[src/rtl/picorv32_axil_pkg.sv]
// Shared definitions for the picorv32 AXI4-Lite initiator.
//   state_t      : transaction FSM states
//   RESP_*       : AXI response codes the initiator distinguishes
//   PROT_*       : AxPROT encodings for instruction fetches and data accesses
package picorv32_axil_pkg;

    typedef enum logic [2:0] {
        IDLE    = 3'd0,
        RD_ADDR = 3'd1,
        RD_DATA = 3'd2,
        WR_REQ  = 3'd3,
        WR_RESP = 3'd4,
        DONE    = 3'd5
    } state_t;

    localparam logic [1:0] RESP_OKAY   = 2'b00;
    localparam logic [1:0] RESP_SLVERR = 2'b10;

    localparam logic [2:0] PROT_INSN = 3'b100;
    localparam logic [2:0] PROT_DATA = 3'b000;

endpackage

[src/rtl/picorv32_axil_initiator.sv]
// AXI4-Lite initiator for the picorv32 native memory interface.
// One transaction in flight; AW and W handshakes are tracked independently.
// Ports:
//   clk, reset                 clock, asynchronous active-high reset
//   mem_valid/instr/addr/wdata/wstrb   native request (wstrb==0 means read)
//   mem_ready, mem_rdata, mem_err      one-cycle completion, read data, error flag
//   timeout                    sticky watchdog flag, cleared only by reset
//   m_axi_aw*, m_axi_w*, m_axi_b*, m_axi_ar*, m_axi_r*   AXI4-Lite manager channels
module picorv32_axil_initiator
    import picorv32_axil_pkg::*;
#(
    parameter int unsigned TIMEOUT_CYCLES = 1024
) (
    input  logic        clk,
    input  logic        reset,

    input  logic        mem_valid,
    input  logic        mem_instr,
    input  logic [31:0] mem_addr,
    input  logic [31:0] mem_wdata,
    input  logic [3:0]  mem_wstrb,
    output logic        mem_ready,
    output logic [31:0] mem_rdata,
    output logic        mem_err,
    output logic        timeout,

    output logic        m_axi_awvalid,
    input  logic        m_axi_awready,
    output logic [31:0] m_axi_awaddr,
    output logic [2:0]  m_axi_awprot,

    output logic        m_axi_wvalid,
    input  logic        m_axi_wready,
    output logic [31:0] m_axi_wdata,
    output logic [3:0]  m_axi_wstrb,

    input  logic        m_axi_bvalid,
    output logic        m_axi_bready,
    input  logic [1:0]  m_axi_bresp,

    output logic        m_axi_arvalid,
    input  logic        m_axi_arready,
    output logic [31:0] m_axi_araddr,
    output logic [2:0]  m_axi_arprot,

    input  logic        m_axi_rvalid,
    output logic        m_axi_rready,
    input  logic [31:0] m_axi_rdata,
    input  logic [1:0]  m_axi_rresp
);

    localparam logic [31:0] TO = 32'(TIMEOUT_CYCLES);

    state_t      state_q, state_d;
    logic [31:0] addr_q, wdata_q, rdata_q, wd_cnt;
    logic [3:0]  wstrb_q;
    logic [1:0]  resp_q;
    logic        instr_q, aw_done, w_done;
    logic        accept, aw_hs, w_hs;

    // Every valid/ready is decoded from registered state, so reset drops
    // them immediately and they cannot glitch.
    assign accept        = (state_q == IDLE) && mem_valid;
    assign m_axi_arvalid = (state_q == RD_ADDR);
    assign m_axi_rready  = (state_q == RD_DATA);
    assign m_axi_awvalid = (state_q == WR_REQ) && !aw_done;
    assign m_axi_wvalid  = (state_q == WR_REQ) && !w_done;
    assign m_axi_bready  = (state_q == WR_RESP);
    assign mem_ready     = (state_q == DONE);
    assign mem_err       = (state_q == DONE) && (resp_q != RESP_OKAY);
    assign mem_rdata     = rdata_q;

    assign aw_hs = m_axi_awvalid && m_axi_awready;
    assign w_hs  = m_axi_wvalid && m_axi_wready;

    assign m_axi_awaddr = addr_q;
    assign m_axi_araddr = addr_q;
    assign m_axi_awprot = instr_q ? PROT_INSN : PROT_DATA;
    assign m_axi_arprot = instr_q ? PROT_INSN : PROT_DATA;
    assign m_axi_wdata  = wdata_q;
    assign m_axi_wstrb  = wstrb_q;

    always_ff @(posedge clk or posedge reset) begin
        if (reset) state_q <= IDLE;
        else       state_q <= state_d;
    end

    always_comb begin
        state_d = state_q;
        case (state_q)
            IDLE:    if (mem_valid) state_d = (mem_wstrb == 4'b0000) ? RD_ADDR : WR_REQ;
            RD_ADDR: if (m_axi_arready) state_d = RD_DATA;
            RD_DATA: if (m_axi_rvalid) state_d = DONE;
            // Either handshake may complete first, or both on the same edge.
            WR_REQ:  if ((aw_done || aw_hs) && (w_done || w_hs)) state_d = WR_RESP;
            WR_RESP: if (m_axi_bvalid) state_d = DONE;
            DONE:    state_d = IDLE;
            default: state_d = IDLE;
        endcase
    end

    always_ff @(posedge clk or posedge reset) begin
        if (reset) begin
            addr_q  <= '0;
            wdata_q <= '0;
            wstrb_q <= '0;
            instr_q <= 1'b0;
            rdata_q <= '0;
            resp_q  <= RESP_OKAY;
            aw_done <= 1'b0;
            w_done  <= 1'b0;
        end else begin
            if (accept) begin
                addr_q  <= mem_addr;
                wdata_q <= mem_wdata;
                wstrb_q <= mem_wstrb;
                instr_q <= mem_instr;
                rdata_q <= '0;           // writes report zero read data
                resp_q  <= RESP_OKAY;
                aw_done <= 1'b0;
                w_done  <= 1'b0;
            end
            if (aw_hs) aw_done <= 1'b1;
            if (w_hs)  w_done  <= 1'b1;
            if (m_axi_rvalid && m_axi_rready) begin
                rdata_q <= m_axi_rdata;
                resp_q  <= m_axi_rresp;
            end
            if (m_axi_bvalid && m_axi_bready) resp_q <= m_axi_bresp;
        end
    end

    // Watchdog only flags; aborting would leave the subordinate mid-handshake.
    always_ff @(posedge clk or posedge reset) begin
        if (reset) begin
            wd_cnt  <= '0;
            timeout <= 1'b0;
        end else begin
            if (accept)
                wd_cnt <= '0;
            else if (state_q != IDLE && wd_cnt != TO)
                wd_cnt <= wd_cnt + 32'd1;
            if (TO != 32'd0 && state_q != IDLE && wd_cnt == TO - 32'd1)
                timeout <= 1'b1;
        end
    end

endmodule

[config.mk]
export PLATFORM = sky130hd
export DESIGN_NAME = picorv32_axil_initiator
export DESIGN_NICKNAME = d
export VERILOG_FILES = /design/src/rtl/picorv32_axil_pkg.sv /design/src/rtl/picorv32_axil_initiator.sv
export SDC_FILE = /design/constraint.sdc
export NUM_CORES = 1
export LEC_CHECK = 0
export ABC_AREA = 1
export CELL_PAD_IN_SITES_DETAIL_PLACEMENT = 1
export CELL_PAD_IN_SITES_GLOBAL_PLACEMENT = 1
export CORE_ASPECT_RATIO = 0.9
export CORE_UTILIZATION = 34
export CTS_CLUSTER_SIZE = 30
export DETAILED_ROUTE_END_ITERATION = 8
export PLACE_DENSITY = 0.93
export SLEW_MARGIN = 30
export SYNTH_ARGS = -nofsm -noshare
export SYNTH_HDL_FRONTEND = slang
export SYNTH_SLANG_ARGS = --single-unit
[constraint.sdc]
create_clock -name clk -period 6.16 [get_ports clk]
set_input_delay 0.616 -clock clk [delete_from_list [all_inputs] [get_ports clk]]
set_output_delay 0.616 -clock clk [all_outputs]
set_load 0.02 [all_outputs]
# ---- Word level (Yosys, flattened, before mapping)
# Cells that the tools add are included.
# Widths: inputs -> output; s select.
dict set report classes {
  add_sub_neg 1
  n_eq_ne 12
  n_mux 18
  n_reduce_logical 25
}
# op count
set op_table {}
lappend op_table {{$mux 32} 4}
lappend op_table {{$add 32x1->32 const B} 1}
lappend op_table {{$eq 32x10->1 const B} 1}
lappend op_table {{$ne 32x11->1 const B} 1}
lappend op_table {{$mux 3} 6}
lappend op_table {{$pmux 3 s5} 1}
lappend op_table {{$logic_and 1x1->1} 11}
lappend op_table {{$reduce_bool 2->1} 5}
lappend op_table {{$mux 2} 4}
lappend op_table {{$eq 3x2->1 const B} 2}
lappend op_table {{$eq 3x3->1 const B} 2}
lappend op_table {{$ne 2x2->1 const B} 3}
lappend op_table {{$reduce_bool 3->1} 2}
lappend op_table {{$reduce_and 5->1} 1}
lappend op_table {{$logic_not 4->1} 1}
lappend op_table {{$ne 2x1->1 const B} 2}
lappend op_table {{$eq 3x1->1 const B} 1}
lappend op_table {{$logic_not 3->1} 1}
lappend op_table {{$mux 1} 3}
lappend op_table {{$logic_not 1->1} 2}
lappend op_table {{$logic_or 1x1->1} 2}
dict set report totals {
  regBits 141
  input_bits 113
}

# ---- Logic depth before layout (Yosys ltp)
dict set report logic_depth {
  word_depth 7
  mapped_depth 11
  mapped_depth_nobuf 11
}

# ---- Least setup slack after synthesis
# OpenSTA, ideal clock, no wires.
dict set report synth_timing {
  kind {reg2out}
  from {reg state_q[0]}
  to {out mem_err}
  arrival_time_ns 1.403
  required_ns 5.544
  setup_slack_ns 4.141
  stages_incl_launch_ff 4
  n_path_buf 0
  path_cell_list {dfrtp_1 > inv_2 > nor3_1 > o21a_1}
}
dict set report synth_between {
  elab_chain_len 2
}
# item line_no
set synth_lines {}
lappend synth_lines {{start, declared} picorv32_axil_initiator.sv:54} ;# state_t state_q, state_d;
lappend synth_lines {{start signal, assigned} picorv32_axil_initiator.sv:85} ;# else state_q <= state_d;
lappend synth_lines {{$eq 3x3->1} -}
lappend synth_lines {{named net mem_ready} picorv32_axil_initiator.sv:22} ;# output logic mem_ready,
lappend synth_lines {{$logic_and 1x1->1} picorv32_axil_initiator.sv:70} ;# assign mem_err = (state_q == DONE) && (resp_q != RESP_OKAY);
lappend synth_lines {{end, declared} picorv32_axil_initiator.sv:24} ;# output logic mem_err,
# The timed path passes the listed nets, and every way through them passes these cells.

# ---- Final worst setup path
dict set report layout_timing {
  from {reg state_q[0]}
  to {out m_axi_rready}
}
dict set report layout_between {
  elab_chain_len 1
}
# item line_no
set layout_lines {}
lappend layout_lines {{$eq 3x2->1} picorv32_axil_initiator.sv:65} ;# assign m_axi_rready = (state_q == RD_DATA);
lappend layout_lines {{end, declared} picorv32_axil_initiator.sv:47} ;# output logic m_axi_rready,
# No other way between the ends.

==> impl_results.html <==
<table>
<tr><th>Metric</th><th>Value</th></tr>
<tr><th colspan="2">Clock network</th></tr>
<tr><td>Clock transition time at the flip-flop clock pins of the worst setup and hold paths</td><td>0.07 ns</td></tr>
<tr><td>Clock insertion delay at the later pin of the skew report</td><td>0.42 ns</td></tr>
<tr><td>Resized Gates After CTS</td><td>0</td></tr>
<tr><td>Sink Count</td><td>141</td></tr>
<tr><td>Setup Fix Bufs, Post-CTS</td><td>0</td></tr>
<tr><td>Clock tree from TritonCTS</td><td>yes</td></tr>
<tr><td>Maximum level of the CTS H-tree</td><td>4</td></tr>
<tr><td>Number of buffers added to fix hold violations after cts</td><td>0</td></tr>
<tr><td>Maximum buffer depth of the clock tree</td><td>2</td></tr>
<tr><td>Total CTS buffers</td><td>17</td></tr>
<tr><td>Clock root buffer master</td><td>sky130_fd_sc_hd__clkbuf_16</td></tr>
<tr><th colspan="2">Critical path</th></tr>
<tr><td>Startpoint type of the worst setup path</td><td>flip-flop</td></tr>
<tr><td>Start-to-end type of the worst setup path</td><td>reg -&gt; out</td></tr>
<tr><td>Arrival time of the worst setup path</td><td>2.20 ns</td></tr>
<tr><td>Critical-path cell list</td><td>nor3_4, buf_4, clkdlybuf4s50_1</td></tr>
<tr><td>Critical Path Fanout Max</td><td>37</td></tr>
<tr><td>Delay of the slowest critical-path stage</td><td>0.69 ns</td></tr>
<tr><td>Critical path's slowest cell</td><td>sky130_fd_sc_hd__clkdlybuf4s50_1</td></tr>
<tr><td>Worst EP required</td><td>5.54 ns</td></tr>
<tr><td>Top cell family by delay on the critical path</td><td>buffers and inverters</td></tr>
<tr><td>CP startpoint</td><td>state_q[0]</td></tr>
<tr><td>Reg2reg start</td><td>state_q[0]</td></tr>
<tr><td>Critical path capture point type</td><td>primary output</td></tr>
<tr><td>Critical path buffer and inverter count</td><td>2</td></tr>
<tr><th colspan="2">Power and ir drop</th></tr>
<tr><td>Net Sw Power</td><td>1.995 mW</td></tr>
<tr><td>Internal Dissipation</td><td>2.856 mW</td></tr>
<tr><td>Pleak</td><td>4.835 nW</td></tr>
<tr><td>Worst supply voltage drop on vdd</td><td>0.2440 mV</td></tr>
<tr><td>Sequential fraction of design power</td><td>31.4%</td></tr>
<tr><td>Switching share of power</td><td>41.12%</td></tr>
<tr><td>Part of the total power dissipated in the clock network</td><td>21.8%</td></tr>
<tr><td>Power Dens Cells</td><td>485.5 nW/um^2</td></tr>
<tr><td>Relative contribution of combinational cells to total power</td><td>46.8%</td></tr>
<tr><th colspan="2">Layout</th></tr>
<tr><td>Number of inserted diodes</td><td>0</td></tr>
<tr><td>Net count reported at finish</td><td>1,203</td></tr>
<tr><td>Ratio of cells with drive above 1 in the final layout</td><td>7.000%</td></tr>
<tr><td>Post-synthesis to final-layout area growth</td><td>42.01%</td></tr>
<tr><td>Core utilization of the finished layout</td><td>49.68%</td></tr>
<tr><td>Final non-filler cell total</td><td>1,355</td></tr>
<tr><th colspan="2">Synthesis</th></tr>
<tr><td>Most numerous cell types in the synthesized netlist</td><td>sky130_fd_sc_hd__nand2_1 (368), sky130_fd_sc_hd__dfrtp_1 (141), sky130_fd_sc_hd__nand3_1 (89)</td></tr>
<tr><td>Area share of the largest cell type after synthesis</td><td>50.16%</td></tr>
<tr><td>Cell type with the highest aggregate area in the netlist</td><td>sky130_fd_sc_hd__dfrtp_1</td></tr>
<tr><td>Syn avg cell area</td><td>7.975 sq um</td></tr>
<tr><td>Ys async rst share</td><td>100.0%</td></tr>
<tr><td>Synthesized flop and latch total</td><td>141</td></tr>
<tr><td>Largest cells by area after synthesis</td><td>sky130_fd_sc_hd__dfrtp_1 (50%), sky130_fd_sc_hd__nand2_1 (20%), sky130_fd_sc_hd__nand3_1 (6.3%)</td></tr>
<tr><td>Fraction of the mapped netlist area in compound gates</td><td>1.797%</td></tr>
<tr><td>Ys flop type</td><td>sky130_fd_sc_hd__dfrtp_1</td></tr>
<tr><td>Fraction of the yosys area taken by sequential cells</td><td>50.16%</td></tr>
<tr><td>Post-Synth Adder-Cell Area</td><td>0.3557%</td></tr>
<tr><td>Combinational family with the most area after synthesis</td><td>simple AND/OR/NAND/NOR gates</td></tr>
<tr><td>Number of synthesized flops with an enable pin</td><td>0</td></tr>
<tr><td>Number of instances in the synthesized netlist</td><td>882</td></tr>
<tr><td>Simple-gate portion of the synthesized area</td><td>35.84%</td></tr>
<tr><td>Most instantiated library cell after synthesis</td><td>sky130_fd_sc_hd__nand2_1</td></tr>
<tr><td>Synthesized cell area</td><td>7034 sq um</td></tr>
<tr><td>Post-synthesis share of cell area spent on xor and xnor gates</td><td>0.9961%</td></tr>
<tr><td>Yosys warning total</td><td>0</td></tr>
<tr><td>Number of distinct standard cells referenced by the synthesized netlist</td><td>34</td></tr>
<tr><td>Multiplexer share of the synthesized area</td><td>0%</td></tr>
<tr><th colspan="2">Timing</th></tr>
<tr><td>Maximum operating frequency</td><td>0.3552 GHz</td></tr>
<tr><td>Worst rel slew slack</td><td>43.20%</td></tr>
<tr><td>Slew of the pin with the lowest slew margin</td><td>0.8511 ns</td></tr>
<tr><td>RSZ-0062 raised after global routing</td><td>false</td></tr>
<tr><td>Ratio of final minimum period to clock period</td><td>45.70%</td></tr>
<tr><td>Final slew viol count</td><td>0</td></tr>
<tr><td>Final TNS setup</td><td>0 ns</td></tr>
<tr><td>Hold violation total from the final report</td><td>0</td></tr>
<tr><td>Time the worst path needs with I/O delays and setup</td><td>2.815 ns</td></tr>
<tr><td>Setup-violating endpoint count in the final report</td><td>0</td></tr>
<tr><td>Maximum clock skew at final layout</td><td>0.01228 ns</td></tr>
<tr><th colspan="2">Floorplanning</th></tr>
<tr><td># IOs</td><td>259</td></tr>
<tr><td>Initial Utilization</td><td>34.98%</td></tr>
<tr><td>Number of cell rows</td><td>49</td></tr>
<tr><td>Placeable core region</td><td>20,110 sq um</td></tr>
<tr><td>Die footprint</td><td>21,270 sq um</td></tr>
<tr><td>Horiz. Die Dim</td><td>153.6 um</td></tr>
<tr><td>Die Y-Extent</td><td>138.5 um</td></tr>
<tr><th colspan="2">Route</th></tr>
<tr><td>Via count of the routed design</td><td>6,613</td></tr>
<tr><td>Post-detailed-route DRC marker count</td><td>0</td></tr>
<tr><td>First-pass DRT Iterations</td><td>4</td></tr>
<tr><td>Post-DR vias/cell</td><td>4.880</td></tr>
<tr><td>First-iteration detailed-routing DRC count</td><td>196</td></tr>
<tr><td>Post-detailed-routing wire length</td><td>22,440 um</td></tr>
<tr><td>Number of nets with antenna violations after detailed routing</td><td>0</td></tr>
<tr><td>Wire length per cell</td><td>16.56 um</td></tr>
<tr><th colspan="2">Global routing</th></tr>
<tr><td>Grt ovf</td><td>0</td></tr>
<tr><td>Pin count of the biggest net entering global routing</td><td>97</td></tr>
<tr><td>GRT Util Overall</td><td>21.96%</td></tr>
<tr><td>Antenna violations before repair</td><td>0</td></tr>
<tr><td>Vias in the first global route</td><td>7,139</td></tr>
<tr><td>Global-route wire length before repair</td><td>37,170 um</td></tr>
<tr><th colspan="2">Status</th></tr>
<tr><td>Outcome</td><td>finished, final reports clean</td></tr>
<tr><th colspan="2">Place</th></tr>
<tr><td>HPWL reported at the end of detailed placement</td><td>15,660 um</td></tr>
<tr><td>Final weighted congestion in routability-driven placement</td><td>0.7856</td></tr>
<tr><td>Number of buffers inserted by port buffering</td><td>254</td></tr>
<tr><td>Placed instance count</td><td>1,324</td></tr>
<tr><th colspan="2">Run</th></tr>
<tr><td>Max capacitance violation total</td><td>0</td></tr>
<tr><th colspan="2">Min path</th></tr>
<tr><td>Worst hold path startpoint</td><td>m_axi_wdata[20]</td></tr>
<tr><td>Class of the worst hold path</td><td>reg -&gt; reg</td></tr>
</table>
[cell families after synthesis]
kind of cell,Yosys count
compound gates,23
xor+xnor,8
fa+ha+maj,2
buf+inv,126
flops,141
other cells,1
simple gates,581
[cell type report]
type,instances,area (sq um)
clock inverter,13,155.1
inverter,51,196.4
fill,2409,10120
tap,255,319.1
timing repair buffer,259,2584
clock buffer,18,439.2
sequential,141,3528
multi-input combinational,618,2768
[worst paths after layout]
path / slack (ns) / to / depth (start not counted)
setup / recovery: 3.35 / m_axi_rready / 3
hold / removal: 0.48 / m_axi_wdata[20] / 2
setup reg to reg: 3.76 / wd_cnt[14] / 8
hold reg to reg: 0.48 / m_axi_wdata[20] / 2
max in group asynchronous: 4.16 / wd_cnt[22] / 3
min in group asynchronous: 0.73 / m_axi_araddr[28] / 2
[power by group through the flow]
stage	logic, mW	clock network [mW]	registers [mW]
floorplan	1.04	0	1.84
global placement	2.22	0	1.51
detailed placement	2.28	0	1.53
CTS	2.30	1.08	1.53
global route	2.44	1.12	1.56
finish	2.27	1.06	1.52
[state kept, by name, summed over array words and instances, names as in the netlist]
| name | cells |
|---|---|
| aw_done | 1 |
| instr_q | 1 |
| m_axi_araddr | 32 |
| m_axi_wdata | 32 |
| m_axi_wstrb | 4 |
| mem_rdata | 32 |
| resp_q | 2 |
| state_q | 3 |
| timeout | 1 |
| w_done | 1 |
| wd_cnt | 32 |
[worst min-delay path, stage by stage, from the launching register on]
cell and delay, ns:
sky130_fd_sc_hd__dfrtp_1 0.34, sky130_fd_sc_hd__nand2_1 0.05, sky130_fd_sc_hd__nand2_1 0.05
[cells in the final DEF, fill, tap and decap left out, types with 2 or more instances in the layout]
cell and n:
sky130_fd_sc_hd__nand3_1 89, sky130_fd_sc_hd__nand3_2 2, sky130_fd_sc_hd__a21oi_1 4, sky130_fd_sc_hd__nor2_1 63
sky130_fd_sc_hd__xor2_1 7, sky130_fd_sc_hd__ha_1 2, sky130_fd_sc_hd__nor2_4 5, sky130_fd_sc_hd__clkinv_4 2
sky130_fd_sc_hd__o21a_1 2, sky130_fd_sc_hd__inv_2 6, sky130_fd_sc_hd__clkbuf_16 17, sky130_fd_sc_hd__inv_6 6
sky130_fd_sc_hd__clkinvlp_4 3, sky130_fd_sc_hd__o21ai_0 15, sky130_fd_sc_hd__clkdlybuf4s50_1 254, sky130_fd_sc_hd__conb_1 4
sky130_fd_sc_hd__nand2_4 2, sky130_fd_sc_hd__nand2_2 10, sky130_fd_sc_hd__nand4_1 15, sky130_fd_sc_hd__nand2_1 368
sky130_fd_sc_hd__dfrtp_1 141, sky130_fd_sc_hd__nor3_1 4, sky130_fd_sc_hd__inv_1 43, sky130_fd_sc_hd__nor2_2 9
sky130_fd_sc_hd__nand3b_1 8, sky130_fd_sc_hd__bufinv_16 2, sky130_fd_sc_hd__buf_4 4
[routing by layer]
layer | share of wire [%] | global-route usage (%)
met1 | 40 | 25.09
met2 | 51 | 38.56
met3 | 6.8 | 7.586
met4 | 1.9 | 6.474
met5 | 0 | 0
[per-stage QoR]
stage          hold WS [ns]  instance area (sq um)  power, mW  worst slack [ns]
6_report             0.4766                   9990      4.850             3.345
5_1_grt              0.4971                   9990      5.130             3.256
4_1_cts              0.4814                   9981      4.901             3.323
3_5_place_dp         0.4647                   9387      3.817             3.179
3_3_place_gp         0.4614                   9387      3.729             3.191
2_1_floorplan        0.4528                   7046      2.877             1.763
Note: power is estimated with default switching activity, not from simulation.
